## src/rtl/divider_seq.sv

```systemverilog
// Multi-cycle radix-2 restoring divider with independent dividend/divisor widths,
// per-operation signed/unsigned mode and valid/ready handshakes on both sides.
module divider_seq #(
  parameter int DW = 20,
  parameter int VW = 20
) (
  input  logic          clk,
  input  logic          rst,
  input  logic          start,
  output logic          in_ready,
  input  logic          signed_mode,
  input  logic [DW-1:0] divident,
  input  logic [VW-1:0] divider,
  output logic          out_valid,
  input  logic          out_ready,
  output logic [DW-1:0] quotient,
  output logic [VW-1:0] reminder,
  output logic          div_by_zero,
  output logic          overflow
);

  localparam int CW = $clog2(DW + 1);
  localparam logic [DW-1:0] SMIN = {1'b1, {(DW-1){1'b0}}};

  typedef enum logic [2:0] {IDLE, PREP, DIV, FIX, DONE} state_t;

  state_t        state;
  logic [DW-1:0] a_in;
  logic [VW-1:0] b_in;
  logic          smode;
  // aq holds the dividend magnitude; quotient bits enter at the LSB as
  // dividend bits leave at the MSB, so after DW steps it is the quotient.
  logic [DW-1:0] aq;
  logic [VW-1:0] b_mag;
  logic [VW-1:0] rem;
  logic          q_neg, r_neg;
  logic          zero_div, ovf;
  logic [CW-1:0] cnt;

  logic          a_neg, b_neg;
  logic [DW-1:0] a_abs;
  logic [VW-1:0] b_abs;
  logic [VW:0]   trial;
  logic          ge;
  logic [VW-1:0] diff;
  logic [DW-1:0] q_fix;
  logic [VW-1:0] r_fix;

  // Magnitudes fit the unsigned N-bit range, including the most negative value.
  always_comb begin
    a_neg = smode & a_in[DW-1];
    b_neg = smode & b_in[VW-1];
    a_abs = a_neg ? DW'(-a_in) : a_in;
    b_abs = b_neg ? VW'(-b_in) : b_in;
    trial = {rem, aq[DW-1]};
    ge    = (trial >= {1'b0, b_mag});
    // When ge holds the true difference is below b_mag, so the low bits suffice.
    diff  = trial[VW-1:0] - b_mag;
    q_fix = q_neg ? DW'(-aq) : aq;
    r_fix = r_neg ? VW'(-rem) : rem;
  end

  always_ff @(posedge clk) begin
    if (rst) begin
      state       <= IDLE;
      in_ready    <= 1'b1;
      out_valid   <= 1'b0;
      quotient    <= '0;
      reminder    <= '0;
      div_by_zero <= 1'b0;
      overflow    <= 1'b0;
      cnt         <= '0;
      a_in        <= '0;
      b_in        <= '0;
      smode       <= 1'b0;
      aq          <= '0;
      b_mag       <= '0;
      rem         <= '0;
      q_neg       <= 1'b0;
      r_neg       <= 1'b0;
      zero_div    <= 1'b0;
      ovf         <= 1'b0;
    end else begin
      unique case (state)
        IDLE: begin
          if (start) begin
            a_in        <= divident;
            b_in        <= divider;
            smode       <= signed_mode;
            div_by_zero <= 1'b0;
            overflow    <= 1'b0;
            in_ready    <= 1'b0;
            state       <= PREP;
          end
        end
        PREP: begin
          aq       <= a_abs;
          b_mag    <= b_abs;
          q_neg    <= a_neg ^ b_neg;
          r_neg    <= a_neg;
          rem      <= '0;
          cnt      <= CW'(DW);
          zero_div <= (b_in == '0);
          ovf      <= a_neg && (a_in == SMIN) && (b_in == '1);
          state    <= (b_in == '0) ? FIX : DIV;
        end
        DIV: begin
          rem <= ge ? diff : trial[VW-1:0];
          aq  <= {aq[DW-2:0], ge};
          cnt <= cnt - 1'b1;
          if (cnt == CW'(1)) state <= FIX;
        end
        FIX: begin
          if (zero_div) begin
            quotient    <= '1;
            reminder    <= a_in[VW-1:0];
            div_by_zero <= 1'b1;
          end else if (ovf) begin
            quotient    <= SMIN;
            reminder    <= '0;
            overflow    <= 1'b1;
          end else begin
            quotient    <= q_fix;
            reminder    <= r_fix;
          end
          out_valid <= 1'b1;
          state     <= DONE;
        end
        DONE: begin
          if (out_ready) begin
            out_valid <= 1'b0;
            in_ready  <= 1'b1;
            state     <= IDLE;
          end
        end
        default: state <= IDLE;
      endcase
    end
  end

endmodule
```

## config.mk

```make
export PLATFORM = sky130hd
export DESIGN_NAME = divider_seq
export DESIGN_NICKNAME = d
export VERILOG_FILES = /design/src/rtl/divider_seq.sv
export SDC_FILE = /design/constraint.sdc
export NUM_CORES = 1
export LEC_CHECK = 0
export BUFFER_PORTS_ARGS = -buffer_cell sky130_fd_sc_hd__buf_2
export CAP_MARGIN = 30
export CORE_MARGIN = 1.5
export CORE_UTILIZATION = 49
export DETAILED_ROUTE_END_ITERATION = 10
export PLACE_DENSITY = 0.68
export SLEW_MARGIN = 10
export SYNTH_ARGS = -nofsm -noshare
export SYNTH_HDL_FRONTEND = slang
export SYNTH_SLANG_ARGS = --single-unit
```

## constraint.sdc

```tcl
create_clock -name clk -period 3.3 [get_ports clk]
set_input_delay 0.66 -clock clk [delete_from_list [all_inputs] [get_ports clk]]
set_output_delay 0.66 -clock clk [all_outputs]
set_load 0.005 [all_outputs]
```

==> Word-level counts from Yosys, hierarchy flattened <==
Index checks and enable logic that the tools add are counted.
{ "op_classes": {"bitwise": 3, "n_lt_le_gt_ge": 1, "eq_ne": 13, "muxes": 27, "addsub": 6, "n_reduce_logical": 14} }
{ "op_table": {"columns": ["cell", "n"], "rows": [
  ["$mux 20", 9],
  ["$neg 20->20", 4],
  ["$pmux 20 s2", 2],
  ["$eq 20x20->1 const B", 2],
  ["$ge 21x20->1", 1],
  ["$logic_not 20->1", 1],
  ["$sub 20x20->20", 1],
  ["$pmux 3 s5", 1],
  ["$ne 2x2->1 const B", 6],
  ["$pmux 5 s2", 1],
  ["$mux 3", 3],
  ["$reduce_and 3->1", 3],
  ["$pmux 1 s2", 4],
  ["$reduce_bool 2->1", 4],
  ["$mux 1", 7],
  ["$eq 3x2->1 const B", 2],
  ["$eq 5x1->1 const B", 1],
  ["$sub 5x1->5 const B", 1],
  ["$reduce_and 2->1", 2],
  ["$reduce_and 4->1", 1],
  ["$eq 3x1->1 const B", 1],
  ["$eq 3x3->1 const B", 1],
  ["$logic_not 3->1", 1],
  ["$and 1x1->1", 2],
  ["2 further kinds", 3]
]} }
{ "word_totals": {"output_inout_bits": 44, "word_cells": 82, "regBits": 157, "in_bits": 45} }

==> Longest topological paths before layout <==
{ "depth": {"depth_word": 4, "depth_mapped": 11, "depth_no_buf": 11} }

==> Least setup slack after synthesis <==
Ideal clock, no wire load.
{ "synth_timing": {"kind": "reg2reg", "startpoint": "register aq[19]", "endpoint": "register rem[18]", "arrival_ns": 2.511, "synth_period_minus_slack_ns": 2.636, "n_path_buf": 0, "slack_ns": 0.664, "stages_incl_launch_ff": 11, "path_cell_list": "dfxtp_1 > inv_1 > ha_1 > inv_1 > fa_1 > a211oi_1 > o21ai_2 > a41o_1 > a311o_1 > a2111oi_2 > o21ai_1"} }
{ "synth_via": {"elab_chain_cells": 3} }
{ "synth_lines": {"columns": ["element", "line_no", "source"], "rows": [
  ["start, declared", "33", "logic [DW-1:0] aq;"],
  ["start signal, assigned", "97", "aq <= a_abs;"],
  ["start signal, assigned", "109", "aq <= {aq[DW-2:0], ge};"],
  ["$sub 20x20->20 / $ge 21x20->1 (equally long branches)", "58, 56", null],
  ["$mux 20 *", "108", "rem <= ge ? diff : trial[VW-1:0];"],
  ["$pmux 20 s2 *", "84", "unique case (state)"],
  ["end signal, assigned", "108", null],
  ["end, declared", "35", "logic [VW-1:0] rem;"]
]} }
Every way passes the cells marked *; elsewhere a longest branch is shown, timed or not.
A chain may end at the register's enable or synchronous reset.

==> Worst setup path after layout <==
{ "layout_timing": {"startpoint": "register aq[19]", "endpoint": "register rem[14]"} }
Same word-level chain as after synthesis.

==> key figures <==
Timing
  – Period Utilization, post-route: 0.879
  – Final TNS setup: 0 ns
  – Tmin final: between 2 and 3 ns
  – RSZ-0062 raised after global routing: false
  – Slew headroom: 0.487
  – Maximum clock rate: roughly 340 MHz
  – Worst Tran Pin Value: between 0.7 and 0.8 ns
  – Layout Skew: approximately 0.0074 ns
  – Final hold viol count: 0
  – Final setup fails: 0
  – Slew Viols, Final: 0
  – Min Hold Slack: roughly 0.45 ns

Finish
  – Share of layout cells above drive strength 1: 0.138
  – Area delta synth->final: 14.3%
  – N_diodes: 0
  – Nets: ~1,200
  – Fin area: 9860 µm²

GRT
  – M3 GR Usage: 0.0640
  – Largest net degree at the start of global routing: between 60 and 70
  – Total congestion overflow: 0
  – Antenna violations before repair: 0
  – Met1 Track Usage GR: 0.401
  – Vias in the first global route: just over 7,000
  – GRT Total Usage: 0.270
  – Global routing usage on met2: 0.384
  – GR peak layer: met1
  – First-pass GRT wire length: between 30,000 and 40,000 µm

CTS
  – Worst-Skew Late Latency: approximately 0.44 ns
  – Maximum clock insertion buffer count: 2
  – H-Tree Level Count: 4
  – Clk root buf: clkbuf_16
  – Postcts setup bufs: 0
  – TritonCTS clock tree: done
  – Sink Count: 157
  – Num CTS Buffers: 17
  – Cts repair resizes: 0
  – Cts hold-fix bufs: 0
  – Clk slew on worst S/H paths: 0.07 ns

Routing
  – Total Wirelength: roughly 24,000 µm
  – Residual DRC: 0
  – Via/cell ratio: just under 6
  – Pre-antenna DRT Iters: 6
  – Number of routed nets with antenna violations: 0
  – Initial DRC Count: roughly 740
  – Drt wl/cell: 17.1 µm
  – Via Count: a little over 8,000

Die
  – Die ar.: roughly 18,000 µm²
  – I/O Pins: 89
  – Starting density of the core: 0.501
  – Die X: around 140 µm
  – Core Area: between 15,000 and 20,000 µm²
  – Die Y-Extent: roughly 140 µm
  – FP Rows: 48

Critical path
  – Worst Setup End Kind: flip-flop
  – Internal reg-to-reg setup slack: around 0.40 ns
  – CP arrival: roughly 3.2 ns
  – R2R depth: 11
  – Crit-path max FO: 4
  – Worst Path Class, Setup: flip-flop to flip-flop
  – Type of origin of the critical path: flip-flop
  – Critical Path RT: ~3.6 ns

Placed design
  – DPL Wire Length: 17,400 µm
  – IO buf count: ~90
  – Post-Place Cell Area: around 9300 µm²
  – Placer congestion estimate: just under 0.9

Synthesis
  – Synth Register Bits: between 150 and 200
  – Post-synth cell types: between 70 and 80
  – Most common cell in the synthesized netlist: nand2_1
  – Synthesis warning total: 0
  – EDFF count, synth: 0
  – Commonest cells in the netlist: 188 x nand2_1, 157 x dfxtp_1, 111 x nor2_1
  – Syn Std Cell Area: roughly 8600 µm²
  – Sequential-to-total area share from yosys stat: 0.364
  – Synth Flop Type: dfxtp_1
  – Post-Syn Instances: between 1,000 and 1,500
  – Synth Area in Compound Gates: 0.218
  – Post-synthesis adder-cell area fraction: 0.0415
  – Top cells by area, synth: dfxtp_1 36%, nand2_1 8.2%, a21oi_1 5.3%
  – Asr flop ratio synth: 0
  – Syn Nets: approximately 1,200
  – Mux share of post-synthesis cell area: 0.0187
  – Largest area contributor in the netlist: dfxtp_1
  – Synth Area per Inst: 7.78 µm²
  – Share of the synthesized area in the top cell type: 0.364
  – Post-Synth Simple-Gate Area: 0.226
  – Synth Area in XOR/XNOR: 0.0812
  – Largest family of logic cells by synthesized area: simple AND/OR/NAND/NOR gates

Power
  – Total Power: between 7 and 8 mW
  – Pwr dens: approximately 740 nW/µm²
  – Peak supply drop: between 0.5 and 0.6 mV
  – Lkg Pwr: about 3.9 nW

Min path
  – Hold Path Depth: 3
  – Worst hold path class: input pin to flip-flop

Flow run
  – Max-cap violation count: 0

Outcome
  – Outcome: complete, no violations
==> routing by layer <==
metal | up-vias | share of wire
li1 | 4058 | -
met1 | 3740 | 0.49
met2 | 301 | 0.42
met3 | 33 | 0.078
met4 | 0 | 0.016
met5 | - | 0
==> path summary, 6_finish.rpt <==
kind	start	to
max	aq[19]$_SDFFE_PP0P_	rem[14]$_SDFFE_PP0P_
min reg2reg	in_ready$_SDFFE_PP1P_	in_ready$_SDFFE_PP1P_
max reg2reg	aq[19]$_SDFFE_PP0P_	rem[14]$_SDFFE_PP0P_
min	divider[2]	b_in[2]$_SDFFE_PP0P_
==> sequential cells by signal (all words and copies together) (netlist names) <==
name,flops
state,3
in_ready,1
smode,1
b_mag,20
zero_div,1
out_valid,1
aq,20
div_by_zero,1
r_neg,1
q_neg,1
quotient,20
ovf,1
overflow,1
rem,20
cnt,5
b_in,20
reminder,20
a_in,20
==> critical path, cell delays in order (launching register included) <==
cell	delay (ns)
dfxtp_1	0.31
inv_1	0.11
ha_1	0.17
inv_1	0.05
fa_1	0.42
a211oi_1	0.36
o21ai_2	0.14
a41o_1	0.28
a311o_1	0.44
xor2_1	0.18
mux2i_1	0.20
o21ai_1	0.09
==> cell usage in the layout (no fill, tap or decap), types with 3 or more instances in the layout <==
cell type   netlist  routed
nand2_1         188     188
dfxtp_1         157     157
nor2_1          111     111
a21oi_1          91      91
buf_2             2      87
xnor2_1          49      49
inv_1            38      38
xor2_1           31      31
nand3_1          31      31
o21ai_0          30      30
a211oi_1         28      28
buf_4             2      28
ha_1             27      27
nor3_1           25      25
o21ai_1          24      24
a31oi_1          23      23
a222oi_1         18      18
clkbuf_16         0      17
mux2i_1          15      15
o31ai_1          13      13
o22ai_1          11      11
nand4_1          10      10
or3_1            10      10
nand2b_1          9       9
nor4_1            9       9
and2_1            7       7
a311oi_1          7       7
and3_1            6       6
o41ai_1           6       6
nor2b_1           5       5
clkinvlp_4        0       5
inv_6             0       5
a21o_1            4       4
o2bb2a_1          4       4
o211ai_1          3       3
==> final cells by class <==
class | instances | area [µm²]
clock buffer | 19 | 453
clock inverter | 13 | 128
fill | 1608 | 7370
inverter | 39 | 146
multi-input combinational | 840 | 5050
sequential | 157 | 3140
tap | 225 | 282
timing repair buffer | 116 | 661
==> kinds of logic (layout without fill, tap and decap cells) <==
group,count (synthesis),count (layout)
and+or+nand+nor,430,430
adders and majority gates,28,28
AOI/OAI and AO/OA,286,286
DFF,157,157
buffers and inverters,112,187
muxes,16,16
xor gates and xnor gates,80,80
==> per-stage QoR <==
stage,setup WS [ns],cells,utilization
finish,0.401,1409,0.572
global route,0.189,1409,0.572
CTS,0.199,1408,0.571
detailed placement,0.205,1376,0.538
global placement,0.312,1376,0.538
floorplan,0.664,1109,-
==> power by group <==
| part | switching, mW | internal [mW] | leakage [nW] | total [mW] |
|---|---|---|---|---|
| Clock | 0.857 | 1.09 | 0.271 | 1.95 |
| Combinational | 1.76 | 1.23 | 2.32 | 3.00 |
| Sequential | 0.231 | 2.08 | 1.28 | 2.31 |
No activity file was read; power rests on OpenSTA's default activity.
